[src/rtl/core_pkg.sv]
// Shared types for the core pipeline hazard logic.
// Holds forwarding select encoding, stage tag struct and register width.
package core_pkg;

  localparam int unsigned NUM_REGS = 32;
  localparam int unsigned REG_AW   = 5;

  typedef enum logic [1:0] {
    FWD_RF  = 2'd0,
    FWD_EX  = 2'd1,
    FWD_MEM = 2'd2,
    FWD_WB  = 2'd3
  } fwd_sel_e;

  typedef struct packed {
    logic              valid;
    logic [REG_AW-1:0] dst;
    logic              is_load;
  } hz_tag_t;

endpackage

[src/rtl/core_hazard_ctrl_if.sv]
// ID-stage decode / hazard control bundle for core_hazard_ctrl.
// master drives decode fields and reads controls; slave is the controller.
// With CORE_HAZARD_PERF_EN, o_stall_cnt/o_flush_cnt are added.
interface core_hazard_ctrl_if;

  logic                         i_id_valid;
  logic                         i_src1_reg_en;
  logic                         i_src2_reg_en;
  logic [core_pkg::REG_AW-1:0]  i_src1_reg_addr;
  logic [core_pkg::REG_AW-1:0]  i_src2_reg_addr;
  logic [core_pkg::REG_AW-1:0]  i_dst_reg_addr;
  logic                         i_reg_write;
  logic                         i_memory2reg;
  logic                         i_ex_redirect;
  logic                         i_mem_ready;
  logic                         o_stall_if;
  logic                         o_stall_id;
  logic                         o_bubble_ex;
  logic                         o_flush_id;
  logic                         o_freeze;
  logic [1:0]                   o_fwd_src1;
  logic [1:0]                   o_fwd_src2;
`ifdef CORE_HAZARD_PERF_EN
  logic [31:0]                  o_stall_cnt;
  logic [31:0]                  o_flush_cnt;

  modport master (
    output i_id_valid, i_src1_reg_en, i_src2_reg_en,
    output i_src1_reg_addr, i_src2_reg_addr, i_dst_reg_addr,
    output i_reg_write, i_memory2reg, i_ex_redirect, i_mem_ready,
    input  o_stall_if, o_stall_id, o_bubble_ex, o_flush_id,
    input  o_freeze, o_fwd_src1, o_fwd_src2,
    input  o_stall_cnt, o_flush_cnt
  );

  modport slave (
    input  i_id_valid, i_src1_reg_en, i_src2_reg_en,
    input  i_src1_reg_addr, i_src2_reg_addr, i_dst_reg_addr,
    input  i_reg_write, i_memory2reg, i_ex_redirect, i_mem_ready,
    output o_stall_if, o_stall_id, o_bubble_ex, o_flush_id,
    output o_freeze, o_fwd_src1, o_fwd_src2,
    output o_stall_cnt, o_flush_cnt
  );
`else
  modport master (
    output i_id_valid, i_src1_reg_en, i_src2_reg_en,
    output i_src1_reg_addr, i_src2_reg_addr, i_dst_reg_addr,
    output i_reg_write, i_memory2reg, i_ex_redirect, i_mem_ready,
    input  o_stall_if, o_stall_id, o_bubble_ex, o_flush_id,
    input  o_freeze, o_fwd_src1, o_fwd_src2
  );

  modport slave (
    input  i_id_valid, i_src1_reg_en, i_src2_reg_en,
    input  i_src1_reg_addr, i_src2_reg_addr, i_dst_reg_addr,
    input  i_reg_write, i_memory2reg, i_ex_redirect, i_mem_ready,
    output o_stall_if, o_stall_id, o_bubble_ex, o_flush_id,
    output o_freeze, o_fwd_src1, o_fwd_src2
  );
`endif

endinterface

[src/rtl/core_fwd_match.sv]
// Per-source comparator against EX/MEM/WB tags.
// Ports: i_ex/i_mem/i_wb tags, i_src, i_src_en -> o_fwd_sel, o_load_hit.
module core_fwd_match
  import core_pkg::*;
(
  input  hz_tag_t           i_ex,
  input  hz_tag_t           i_mem,
  input  hz_tag_t           i_wb,
  input  logic [REG_AW-1:0] i_src,
  input  logic              i_src_en,
  output fwd_sel_e          o_fwd_sel,
  output logic              o_load_hit
);

  logic w_rd;
  logic w_hit_ex;
  logic w_hit_mem;
  logic w_hit_wb;

  assign w_rd      = i_src_en && (i_src != '0);
  assign w_hit_ex  = w_rd && i_ex.valid  && (i_ex.dst  == i_src);
  assign w_hit_mem = w_rd && i_mem.valid && (i_mem.dst == i_src);
  assign w_hit_wb  = w_rd && i_wb.valid  && (i_wb.dst  == i_src);

  // Youngest producer wins; a load only blocks when it is that producer.
  always_comb begin
    o_fwd_sel  = FWD_RF;
    o_load_hit = 1'b0;
    if (w_hit_ex) begin
      o_fwd_sel  = FWD_EX;
      o_load_hit = i_ex.is_load;
    end else if (w_hit_mem) begin
      o_fwd_sel  = FWD_MEM;
      o_load_hit = i_mem.is_load;
    end else if (w_hit_wb) begin
      o_fwd_sel  = FWD_WB;
    end
  end

endmodule

[src/rtl/core_hazard_ctrl.sv]
// 5-stage pipeline hazard controller: stall/bubble/flush/freeze + forwarding.
// Ports: i_clk, i_rst_n, hz (slave). CORE_HAZARD_PERF_EN adds perf counters.
module core_hazard_ctrl
  import core_pkg::*;
#(
  parameter int unsigned NUM_REGS = core_pkg::NUM_REGS,
  parameter int unsigned REG_AW   = core_pkg::REG_AW
) (
  input  logic              i_clk,
  input  logic              i_rst_n,
  core_hazard_ctrl_if.slave hz
);

  hz_tag_t  r_ex;
  hz_tag_t  r_mem;
  hz_tag_t  r_wb;
  hz_tag_t  w_id_tag;
  fwd_sel_e w_sel1;
  fwd_sel_e w_sel2;
  logic     w_hit1;
  logic     w_hit2;
  logic     w_load_use;
  logic     w_issue;
  logic     w_dst_ok;
  logic     w_stall;
  logic     w_bubble;
  logic     w_flush;
  logic     w_freeze;

  assign w_dst_ok = (hz.i_dst_reg_addr != REG_AW'(0)) &&
                    (32'(hz.i_dst_reg_addr) < NUM_REGS);

  assign w_id_tag = '{
    valid:   hz.i_reg_write && w_dst_ok,
    dst:     hz.i_dst_reg_addr,
    is_load: hz.i_memory2reg
  };

  core_fwd_match u_match1 (
    .i_ex       (r_ex),
    .i_mem      (r_mem),
    .i_wb       (r_wb),
    .i_src      (hz.i_src1_reg_addr),
    .i_src_en   (hz.i_src1_reg_en),
    .o_fwd_sel  (w_sel1),
    .o_load_hit (w_hit1)
  );

  core_fwd_match u_match2 (
    .i_ex       (r_ex),
    .i_mem      (r_mem),
    .i_wb       (r_wb),
    .i_src      (hz.i_src2_reg_addr),
    .i_src_en   (hz.i_src2_reg_en),
    .o_fwd_sel  (w_sel2),
    .o_load_hit (w_hit2)
  );

  assign w_load_use = w_hit1 | w_hit2;
  assign w_issue    = hz.i_id_valid & ~w_load_use & ~hz.i_ex_redirect;

  // Memory freeze outranks a redirect: EX holds the redirect until it ends.
  always_comb begin
    w_stall  = 1'b0;
    w_bubble = 1'b0;
    w_flush  = 1'b0;
    w_freeze = 1'b0;
    if (!hz.i_mem_ready) begin
      w_freeze = 1'b1;
      w_stall  = 1'b1;
    end else if (hz.i_ex_redirect) begin
      w_flush  = 1'b1;
      w_bubble = 1'b1;
    end else if (w_load_use && hz.i_id_valid) begin
      w_stall  = 1'b1;
      w_bubble = 1'b1;
    end
  end

  always_ff @(posedge i_clk or negedge i_rst_n) begin
    if (!i_rst_n) begin
      r_ex  <= '0;
      r_mem <= '0;
      r_wb  <= '0;
    end else if (hz.i_mem_ready) begin
      r_wb  <= r_mem;
      r_mem <= r_ex;
      r_ex  <= w_issue ? w_id_tag : '0;
    end
  end

  // Outputs read 0 while reset is held, independent of ID inputs.
  assign hz.o_stall_if  = i_rst_n & w_stall;
  assign hz.o_stall_id  = i_rst_n & w_stall;
  assign hz.o_bubble_ex = i_rst_n & w_bubble;
  assign hz.o_flush_id  = i_rst_n & w_flush;
  assign hz.o_freeze    = i_rst_n & w_freeze;
  assign hz.o_fwd_src1  = i_rst_n ? w_sel1 : 2'd0;
  assign hz.o_fwd_src2  = i_rst_n ? w_sel2 : 2'd0;

`ifdef CORE_HAZARD_PERF_EN
  logic [31:0] r_stall_cnt;
  logic [31:0] r_flush_cnt;

  always_ff @(posedge i_clk or negedge i_rst_n) begin
    if (!i_rst_n) begin
      r_stall_cnt <= '0;
      r_flush_cnt <= '0;
    end else begin
      if (w_stall) r_stall_cnt <= r_stall_cnt + 32'd1;
      if (w_flush) r_flush_cnt <= r_flush_cnt + 32'd1;
    end
  end

  assign hz.o_stall_cnt = r_stall_cnt;
  assign hz.o_flush_cnt = r_flush_cnt;
`endif

endmodule

[src/flat_wrapper.sv]
// flat-port wrapper written by rule: the top's interface ports become plain ports
module core_hazard_ctrl_flat import core_pkg::*;
#(
  parameter int unsigned NUM_REGS = core_pkg::NUM_REGS,
  parameter int unsigned REG_AW   = core_pkg::REG_AW
)
  (i_clk, i_rst_n, hz_i_id_valid, hz_i_src1_reg_en, hz_i_src2_reg_en, hz_i_src1_reg_addr, hz_i_src2_reg_addr, hz_i_dst_reg_addr, hz_i_reg_write, hz_i_memory2reg, hz_i_ex_redirect, hz_i_mem_ready, hz_o_stall_if, hz_o_stall_id, hz_o_bubble_ex, hz_o_flush_id, hz_o_freeze, hz_o_fwd_src1, hz_o_fwd_src2);
  core_hazard_ctrl_if hz_i ();
  input  logic i_clk;
  input  logic i_rst_n;
  input wire logic [$bits(hz_i.i_id_valid)-1:0] hz_i_id_valid;
  input wire logic [$bits(hz_i.i_src1_reg_en)-1:0] hz_i_src1_reg_en;
  input wire logic [$bits(hz_i.i_src2_reg_en)-1:0] hz_i_src2_reg_en;
  input wire logic [$bits(hz_i.i_src1_reg_addr)-1:0] hz_i_src1_reg_addr;
  input wire logic [$bits(hz_i.i_src2_reg_addr)-1:0] hz_i_src2_reg_addr;
  input wire logic [$bits(hz_i.i_dst_reg_addr)-1:0] hz_i_dst_reg_addr;
  input wire logic [$bits(hz_i.i_reg_write)-1:0] hz_i_reg_write;
  input wire logic [$bits(hz_i.i_memory2reg)-1:0] hz_i_memory2reg;
  input wire logic [$bits(hz_i.i_ex_redirect)-1:0] hz_i_ex_redirect;
  input wire logic [$bits(hz_i.i_mem_ready)-1:0] hz_i_mem_ready;
  output wire logic [$bits(hz_i.o_stall_if)-1:0] hz_o_stall_if;
  output wire logic [$bits(hz_i.o_stall_id)-1:0] hz_o_stall_id;
  output wire logic [$bits(hz_i.o_bubble_ex)-1:0] hz_o_bubble_ex;
  output wire logic [$bits(hz_i.o_flush_id)-1:0] hz_o_flush_id;
  output wire logic [$bits(hz_i.o_freeze)-1:0] hz_o_freeze;
  output wire logic [$bits(hz_i.o_fwd_src1)-1:0] hz_o_fwd_src1;
  output wire logic [$bits(hz_i.o_fwd_src2)-1:0] hz_o_fwd_src2;
  assign hz_i.i_id_valid = hz_i_id_valid;
  assign hz_i.i_src1_reg_en = hz_i_src1_reg_en;
  assign hz_i.i_src2_reg_en = hz_i_src2_reg_en;
  assign hz_i.i_src1_reg_addr = hz_i_src1_reg_addr;
  assign hz_i.i_src2_reg_addr = hz_i_src2_reg_addr;
  assign hz_i.i_dst_reg_addr = hz_i_dst_reg_addr;
  assign hz_i.i_reg_write = hz_i_reg_write;
  assign hz_i.i_memory2reg = hz_i_memory2reg;
  assign hz_i.i_ex_redirect = hz_i_ex_redirect;
  assign hz_i.i_mem_ready = hz_i_mem_ready;
  assign hz_o_stall_if = hz_i.o_stall_if;
  assign hz_o_stall_id = hz_i.o_stall_id;
  assign hz_o_bubble_ex = hz_i.o_bubble_ex;
  assign hz_o_flush_id = hz_i.o_flush_id;
  assign hz_o_freeze = hz_i.o_freeze;
  assign hz_o_fwd_src1 = hz_i.o_fwd_src1;
  assign hz_o_fwd_src2 = hz_i.o_fwd_src2;
  core_hazard_ctrl #(.NUM_REGS(NUM_REGS), .REG_AW(REG_AW)) u_core (.i_clk(i_clk), .i_rst_n(i_rst_n), .hz(hz_i));
endmodule
[config.mk]
export PLATFORM = sky130hd
export DESIGN_NAME = core_hazard_ctrl_flat
export DESIGN_NICKNAME = d
export VERILOG_FILES = /design/src/rtl/core_pkg.sv /design/src/rtl/core_hazard_ctrl_if.sv /design/src/rtl/core_fwd_match.sv /design/src/rtl/core_hazard_ctrl.sv /design/src/flat_wrapper.sv
export SDC_FILE = /design/constraint.sdc
export NUM_CORES = 1
export LEC_CHECK = 0
export ABC_AREA = 1
export BUFFER_PORTS_ARGS = -buffer_cell sky130_fd_sc_hd__buf_4
export CAP_MARGIN = 20
export CORE_MARGIN = 2
export CORE_UTILIZATION = 55
export DETAILED_ROUTE_END_ITERATION = 10
export PLACE_DENSITY = 0.84
export SLEW_MARGIN = 15
export SYNTH_ARGS = -nofsm -noshare
export SYNTH_HDL_FRONTEND = slang
export SYNTH_SLANG_ARGS = --single-unit
[constraint.sdc]
create_clock -name i_clk -period 1.6 [get_ports i_clk]
set_input_delay 0.08 -clock i_clk [delete_from_list [all_inputs] [get_ports i_clk]]
set_output_delay 0.08 -clock i_clk [all_outputs]
set_load 0.05 [all_outputs]
Yosys cells after proc, flatten, opt, wreduce, memory -nomap -nowiden

Index checks and enable logic that the tools add are counted.

Input port bits: 24
Output and inout port bits: 9
Word-level logic and storage cells: 63
Bits in registers: 20

Reductions and logical operators: 19
Multiplexer cells: 21
Eq/ne operators: 6
Bitwise operators: 9

Operators by type and width:

| kind               | number |
|---|---|
| == test 5 bit      | 6 |
| logical AND 1 bit  | 16 |
| 2-to-1 mux 2 bit   | 8 |
| nonzero test 5 bit | 3 |
| 2-to-1 mux 1 bit   | 12 |
| 2-to-1 mux 7 bit   | 1 |
| bitwise AND 1 bit  | 6 |
| NOT 1 bit          | 2 |
| OR 1 bit           | 1 |

Logic depth before layout (Yosys ltp)

Gate-level depths: netlist of the first run.

Depth in word-level cells: 12
Gate-level depth with buffers: 13
Depth with buffers taken out: 12

Cells and area by module

A second synthesis of the first run with hierarchy kept.

Cell total of the unflattened synthesis: 299
Area total of the unflattened synthesis: 1735.4 um2

Modules (own cells, without submodules):

| module           | seq. area each (um2) | cells an instance | times used | area an instance (um2) |
|---|---|---|---|---|
| core_hazard_ctrl | 525.5                | 119               | 1          | 972.2 |
| core_fwd_match   | 0.0                  | 90                | 2          | 381.6 |

Worst setup path before layout of the first run

Ideal clock, no wire load.

Path type: register -> output
Start: reg u_core.r_mem[1] in the netlist's numbering
End: out hz_o_stall_if
Stages on the path, launching flop included: 14
Arrival time: 1734 ps
Buffers on the path: 1
Required time: 1520 ps
Setup slack: -214 ps
Path through: dfrtp_1 > inv_1 > nand2_1 > nand2_1 > nor2_1 > nand2_1 > nor2_2 > nand3_2 > nand2_2 > nand2_4 > nand2_4 > nand2_1 > nand2_1 > buf_4

Cells in the longest elaborated chain, start to end: 10
Elaborated cells on any way between the ends: 14
Classes of those cells: eq/ne (2); mux (7); bitwise (2); reduce/logical (3)

Ends and longest elaborated chain:

| element                | line                   | text |
|---|---|---|
| start, declared        | core_hazard_ctrl.sv:15 | `hz_tag_t r_mem;` |
| start signal, assigned | core_hazard_ctrl.sv:87 | `r_mem <= r_ex;` |
| == test 5 bit          | core_fwd_match.sv:22   | `assign w_hit_mem = w_rd && i_mem.valid && (i_mem.dst == i_src);` |
| logical AND 1 bit      | core_fwd_match.sv:22   |  |
| 2-to-1 mux 1 bit       | core_fwd_match.sv:32   | `end else if (w_hit_mem) begin` |
| 2-to-1 mux 1 bit       | core_fwd_match.sv:29   | `if (w_hit_ex) begin` |
| OR 1 bit *             | core_hazard_ctrl.sv:59 | `assign w_load_use = w_hit1 \| w_hit2;` |
| logical AND 1 bit *    | core_hazard_ctrl.sv:74 | `end else if (w_load_use && hz.i_id_valid) begin` |
| 2-to-1 mux 1 bit *     | core_hazard_ctrl.sv:74 |  |
| 2-to-1 mux 1 bit *     | core_hazard_ctrl.sv:71 | `end else if (hz.i_ex_redirect) begin` |
| 2-to-1 mux 1 bit *     | core_hazard_ctrl.sv:68 | `if (!hz.i_mem_ready) begin` |
| bitwise AND 1 bit *    | -                      |  |
| end, declared          | flat_wrapper.sv:21     | `output wire logic [$bits(hz_i.o_stall_if)-1:0] hz_o_stall_if;` |

Mark *: on every way between the ends. The rest lies on a longest branch, timed or not.

Worst setup path in the final report of the first run

Start: reg u_core.r_mem[1] in the netlist's numbering
End: out hz_o_stall_id

Cells in the longest elaborated chain, start to end: 10
Elaborated cells on any way between the ends: 14
Classes of those cells: eq/ne (2); mux (7); bitwise (2); reduce/logical (3)

Ends and longest elaborated chain:

| element             | line                   | text |
|---|---|---|
| == test 5 bit       | core_fwd_match.sv:22   |  |
| logical AND 1 bit   | core_fwd_match.sv:22   |  |
| 2-to-1 mux 1 bit    | core_fwd_match.sv:32   |  |
| 2-to-1 mux 1 bit    | core_fwd_match.sv:29   |  |
| OR 1 bit *          | core_hazard_ctrl.sv:59 |  |
| logical AND 1 bit * | core_hazard_ctrl.sv:74 |  |
| 2-to-1 mux 1 bit *  | core_hazard_ctrl.sv:74 |  |
| 2-to-1 mux 1 bit *  | core_hazard_ctrl.sv:71 |  |
| 2-to-1 mux 1 bit *  | core_hazard_ctrl.sv:68 |  |
| bitwise AND 1 bit * | core_hazard_ctrl.sv:94 | `assign hz.o_stall_id = i_rst_n & w_stall;` |
| end, declared       | flat_wrapper.sv:22     | `output wire logic [$bits(hz_i.o_stall_id)-1:0] hz_o_stall_id;` |

Marks and branches as above.

==> flow_summary_export.csv, run 1 <==
group,metric,value,unit
critical_path,cp-end-kind,"primary output",
logic_synthesis,syn_inst,263,
power,p_per_area,652,mW/mm2
clocking,htree_levels,1,
logic_synthesis,synthDistinctLibCells,23,
detailed_routing,drt_iter0_drc,233,
detailed_routing,dr.pass1.iters,5,
floorplanning,die_w,57.9,um
critical_path,path_max_fanout,4,
timing,drv_slew,0,
timing,relSlewSlack,67.7,%
final_layout,syn_to_final_growth,35.1,%
placed_design,port_buffers,32,
timing,finalSetupViolCount,14,
placed_design,pre_cts_ws,-0.0187,ns
logic_synthesis,synth_seq_area_share,31.3,%
power,leakage,1.21,nW
timing,max_freq,488,MHz
floorplanning,ios,33,
clocking,clock-sinks,20,
floorplanning,core_region_area,0.00276,mm2
logic_synthesis,syn_avg_cell_area,6.07,um2
run_status,outcome,"finished, violations left",
logic_synthesis,syn_area,0.00160,mm2
floorplanning,core.rowCount,19,
final_layout,antenna_cells,0,
clocking,cts-root-buf,"clkbuf_4",
timing,period_share,128,%
logic_synthesis,synth_nets,287,
job,drv_cap,0,
final_layout,drive_above_1_share,32.7,%
detailed_routing,ant_nets,0,
placed_design,dp_cells,326,
floorplanning,die_area,0.00335,mm2
detailed_routing,vias,1985,
timing,rsz0062_at_grt,"true",
timing,fin_worst_skew,0.00976,ns
critical_path,critPathLaunch,"u_core.r_mem[1]$_DFFE_PN0P_",
clocking,insertion_delay,0.32,ns
final_layout,layout.cells.non_filler,340,
global_route,grt_overflow,0,
final_layout,fin_nets,334,
critical_path,crit_required,1.52,ns
global_route,track_usage,31.9,%
clocking,cts_tree,"done",
clocking,clk_path_buf_depth,2,
timing,hold_viol_final,0,
detailed_routing,avgRoutedWirePerCell,15.9,um
detailed_routing,drt-total-wl,5400,um
global_route,grt_pass1_vias,1815,
detailed_routing,drc_errors,0,
timing,setup_slack,-0.450,ns
critical_path,crit_type,"reg2out",
global_route,grt_pass1_wl,8140,um
global_route,grt_max_degree,33,
placed_design,hpwl,3450,um
timing,worstMarginPinSlew,0.483,ns
critical_path,r2r-start,"u_core.r_mem[1]$_DFFE_PN0P_",
floorplanning,start_util,57.9,%
global_route,antenna_found_initial,0,
detailed_routing,post_drt_via_cell_ratio,5.84,
clocking,numCtsBuffers,3,
timing,fin_crit,2.05,ns
min_path,hold_class,"in2reg",
critical_path,critPathLaunchType,"flop",
clocking,path_clk_slew,0.13,ns
logic_synthesis,ys_warn_count,0,
floorplanning,die_y,57.9,um
power,ir_drop,0.816,mV
run_status,violations,"negative setup slack",
placed_design,gp_congestion,0.991,
logic_synthesis,synth-seq-cells,20,
critical_path,arrival,1.97,ns
min_path,worstHoldStart,"hz_i_dst_reg_addr[2]",
[layout make-up]
| cell class | instances | area, um2 |
|---|---|---|
| clock buffers | 3 | 22.5 |
| clock inverters | 1 | 30.0 |
| fillers | 208 | 601 |
| inverters | 41 | 154 |
| multi-input cells | 197 | 1010 |
| flip-flops and latches | 20 | 504 |
| well taps | 31 | 38.8 |
| repair buffers | 47 | 397 |
[metal layers]
metal  vias up  routed length, um  track usage [%]
met2       155               2500             51.9
met4         0                278             13.3
met1       878               1970             43.9
met3        43                644             2.68
met5         -                  0                0
li1        909                  -                -
[worst max-delay path, cell delays in order, from the launching register on]
cell and delay (ns):
dfrtp_1 0.44, inv_1 0.10, nand2_1 0.07, nand2_1 0.05
nor2_1 0.13, nand2_2 0.10, nor2_4 0.11, nand3_2 0.10
nand2_2 0.11, nand2_4 0.06, nand2_4 0.08, nand2_4 0.05
nand2_4 0.09, buf_8 0.15
[through the flow]
| stage | TNS, ns | total power, mW | instance area [um2] | util, % | hold slack (ns) |
|---|---|---|---|---|---|
| 2_1_floorplan | -0.0857 | 0.780 | 1610 | - | -0.216 |
| 3_3_place_gp | 0 | 0.912 | 1910 | 69.1 | -0.0659 |
| 3_5_place_dp | -0.0427 | 0.918 | 1910 | 69.1 | -0.0672 |
| 4_1_cts | -1.88 | 1.37 | 2080 | 75.4 | 0.0891 |
| 5_1_grt | -4.27 | 1.47 | 2160 | 78.2 | 0.102 |
| 6_report | -3.01 | 1.41 | 2160 | 78.2 | 0.0783 |
[report_power, final]
group / switching [mW] / leakage, nW / internal [mW]
clock network: 0.180 / 0.0279 / 0.254
logic: 0.244 / 0.913 / 0.148
registers: 0.0411 / 0.265 / 0.540
[sequential cells by signal, summed over array words and instances, names as in the netlist]
register and flops:
u_core.r_ex 7, u_core.r_mem 7, u_core.r_wb 6
[synth_stat cells]
cell type    n  area share [%]
nand2_1    114              27
inv_1       29             6.8
dfrtp_1     20              31
nor2_1      18             4.2
inv_2       12             2.8
o21ai_0     11             3.4
nand4_1     10             3.9
nand3_1      8             2.5
a21oi_1      6             1.9
clkbuf_1     4            0.94
nand3_2      4             2.5
nor3_1       4             1.3
nand2_4      3             2.1
nor2_2       3             1.2
o22ai_1      3             1.2
xor2_1       3             1.6
nand2_2      2            0.78
nor3_2       2             1.3
o211ai_1     2            0.94
o21ai_1      2            0.63
buf_4        1            0.47
nor3b_2      1            0.78
o2111ai_1    1            0.55
[kinds of logic after synthesis]
family | Yosys count | synth area share [%]
AND/OR/NAND/NOR | 169 | 47.3
buffers and inverters | 46 | 11.0
AO/OA/AOI/OAI | 25 | 8.62
flip-flops | 20 | 31.3
XOR/XNOR | 3 | 1.65
[repair_timing]
item	in CTS	in global routing
endpoints found under the hold margin	20	0
gates resized for setup	23	14
setup endpoints to repair	13	14
hold buffers	1	0
pin swaps	16	18
buffers inserted	6	4
[layout by cell type (no fill, tap or decap), types with 4 or more instances in the layout]
cell / netlist / layout
inv_2: 12 / 17
nor2_2: 3 / 4
nand3_2: 4 / 5
dfrtp_1: 20 / 17
a21oi_1: 6 / 4
nand4_1: 10 / 10
buf_4: 1 / 37
nand2_1: 114 / 106
inv_1: 29 / 24
nand2_4: 3 / 6
o21ai_0: 11 / 11
buf_6: 0 / 7
nor2_1: 18 / 15
nand3_1: 8 / 7
nand2_2: 2 / 7
[worst paths after layout]
check	to	slack, ns	cells past startpoint
max	hz_o_stall_id	-0.45	13
min	u_core.r_ex[3]$_DFFE_PN0P_	0.08	5
max reg2reg	u_core.r_ex[5]$_DFFE_PN0P_	-0.12	12
min reg2reg	u_core.r_wb[3]$_DFFE_PN0P_	0.55	2
max in group asynchronous	u_core.r_ex[2]$_DFFE_PN0P_	0.71	3
min in group asynchronous	u_core.r_ex[1]$_DFFE_PN0P_	0.31	2
Power figures use the tool's default switching activity.
==> inputs of run 2 (changes only) <==
- SETUP_SLACK_MARGIN: default -> 0.2
==> run 2 against run 1 <==
- the run still ends with negative setup slack left
- power rose by 1.1%
- register-to-register slack lost 0.03 ns
- critical path depth fell by 1
- sequential power is essentially flat
- clock power is 1% lower
- routed wire length down 1.4%
- largest cell class unchanged
- highest routed layer unchanged
==> flow_summary_export.csv, run 2 (same netlist as run 1, synthesis figures left out) <==
group,metric,value,unit
floorplanning,core.rowCount,19,
final_layout,antenna_cells,0,
final_layout,drive_above_1_share,38.6,%
clocking,clk_path_buf_depth,2,
run_status,outcome,"finished, violations left",
clocking,path_clk_slew,0.13,ns
global_route,grt_pass1_wl,8430,um
floorplanning,start_util,57.9,%
min_path,worstHoldStart,"hz_i_memory2reg",
placed_design,hpwl,3580,um
detailed_routing,ant_nets,0,
critical_path,r2r-start,"u_core.r_mem[4]$_DFFE_PN0P_",
timing,relSlewSlack,66.7,%
floorplanning,die_w,57.9,um
timing,period_share,124,%
clocking,cts-root-buf,"clkbuf_4",
critical_path,path_max_fanout,4,
timing,finalSetupViolCount,14,
global_route,track_usage,33.0,%
critical_path,rrSetupSlack,-0.15,ns
timing,fin_crit,1.99,ns
global_route,grt_overflow,0,
clocking,cts_tree,"done",
critical_path,crit_type,"reg2out",
detailed_routing,dr.pass1.iters,5,
placed_design,pre_cts_ws,-0.0267,ns
critical_path,critPathLaunchType,"flop",
detailed_routing,drc_errors,0,
clocking,numCtsBuffers,3,
floorplanning,ios,33,
final_layout,syn_to_final_growth,40.5,%
critical_path,r2r-end,"u_core.r_ex[5]$_DFFE_PN0P_",
detailed_routing,drt_iter0_drc,255,
timing,drv_slew,0,
power,leakage,1.24,nW
timing,fin_worst_skew,0.00274,ns
placed_design,port_buffers,32,
global_route,grt_max_degree,33,
power,ir_drop,0.845,mV
final_layout,fin_nets,341,
timing,whs,0.0892,ns
critical_path,critPathLaunch,"u_core.r_mem[4]$_DFFE_PN0P_",
clocking,insertion_delay,0.31,ns
run_status,violations,"negative setup slack",
job,drv_cap,0,
critical_path,crit_required,1.52,ns
global_route,antenna_found_initial,0,
critical_path,reg2reg_depth,12,
min_path,hold_class,"in2reg",
timing,setup_slack,-0.389,ns
critical_path,cp-endpoint,"hz_o_stall_id",
timing,rsz0062_at_grt,"true",
critical_path,arrival,1.91,ns
final_layout,layout.cells.most_common,"nand2_1",
clocking,clock-sinks,20,
floorplanning,die_area,0.00335,mm2
final_layout,final_cell_mix,"nand2_1 (97), buf_4 (43), inv_1 (21)",
final_layout,final_area,0.00224,mm2
power,p_per_area,634,mW/mm2
final_layout,largestRegisters,"u_core.r_ex: 7 flops, u_core.r_mem: 7 flops, u_core.r_wb: 6 flops",
final_layout,utilization,81.4,%
final_layout,layout.cells.non_filler,347,
global_route,grt_pass1_vias,1818,
critical_path,cp-end-kind,"primary output",
timing,max_freq,503,MHz
floorplanning,die_y,57.9,um
detailed_routing,avgRoutedWirePerCell,15.3,um
placed_design,gp_congestion,1.04,
detailed_routing,drt-total-wl,5320,um
timing,hold_viol_final,0,
detailed_routing,vias,1986,
floorplanning,core_region_area,0.00276,mm2
placed_design,placed_area,0.00198,mm2
timing,worstMarginPinSlew,0.497,ns
placed_design,dp_cells,332,
clocking,htree_levels,1,
detailed_routing,post_drt_via_cell_ratio,5.72,
[run 2: worst max-delay path, cell delays in order (launching register included)]
cell,delay (ns)
dfrtp_1,0.45
nand2_1,0.14
nand2_2,0.08
nor2_2,0.10
nand2_1,0.06
nor2_2,0.14
nand3_2,0.10
nand2_2,0.11
nand2_4,0.06
nand2_4,0.09
nand2_4,0.05
nand2_4,0.08
buf_8,0.14
[run 2: report_power, final]
group	internal [mW]	leakage, nW	switching, mW	total [mW]
logic	0.161	0.952	0.254	0.415
clock network	0.253	0.0279	0.174	0.428
registers	0.541	0.264	0.0400	0.581
total	0.955	1.24	0.468	1.42
[run 2: routing by layer]
| metal | up-vias | routed length [um] | track usage, % |
|---|---|---|---|
| met5 | - | 0 | 0 |
| met2 | 128 | 2470 | 50.6 |
| li1 | 924 | - | - |
| met4 | 0 | 288 | 15.0 |
| met3 | 38 | 475 | 4.46 |
| met1 | 896 | 2090 | 46.4 |
[run 2: final cells by class]
| type | count | area (um2) |
|---|---|---|
| Sequential cell | 20 | 505 |
| Inverter | 41 | 154 |
| Multi-Input combinational cell | 197 | 1040 |
| Clock buffer | 3 | 22.5 |
| Tap cell | 31 | 38.8 |
| Clock inverter | 1 | 30.0 |
| Timing Repair Buffer | 54 | 457 |
| Fill cell | 192 | 514 |
[run 2: stage by stage]
step	setup TNS, ns	power, mW
floorplan	0	0.785
global placement	-0.0389	0.928
detailed placement	-0.0759	0.931
CTS	-2.62	1.38
global route	-4.43	1.49
finish	-2.97	1.42
[run 2: repair_timing]
item / in CTS / in global routing
pin swaps: 13 / 22
setup buffers: 7 / 3
hold buffers: 1 / 0
hold endpoints to repair: 20 / 0
setup endpoints to repair: 14 / 14
gates resized for setup: 27 / 21
[run 2: worst min-delay path by stage]
stage	end	depth (start not counted)
6_report	u_core.r_ex[0]$_DFFE_PN0P_	5
5_1_grt	u_core.r_ex[0]$_DFFE_PN0P_	5
4_1_cts	u_core.r_ex[0]$_DFFE_PN0P_	5
3_5_place_dp	u_core.r_ex[6]$_DFFE_PN0P_	1
3_3_place_gp	u_core.r_ex[1]$_DFFE_PN0P_	1
2_1_floorplan	u_core.r_ex[0]$_DFFE_PN0P_	0
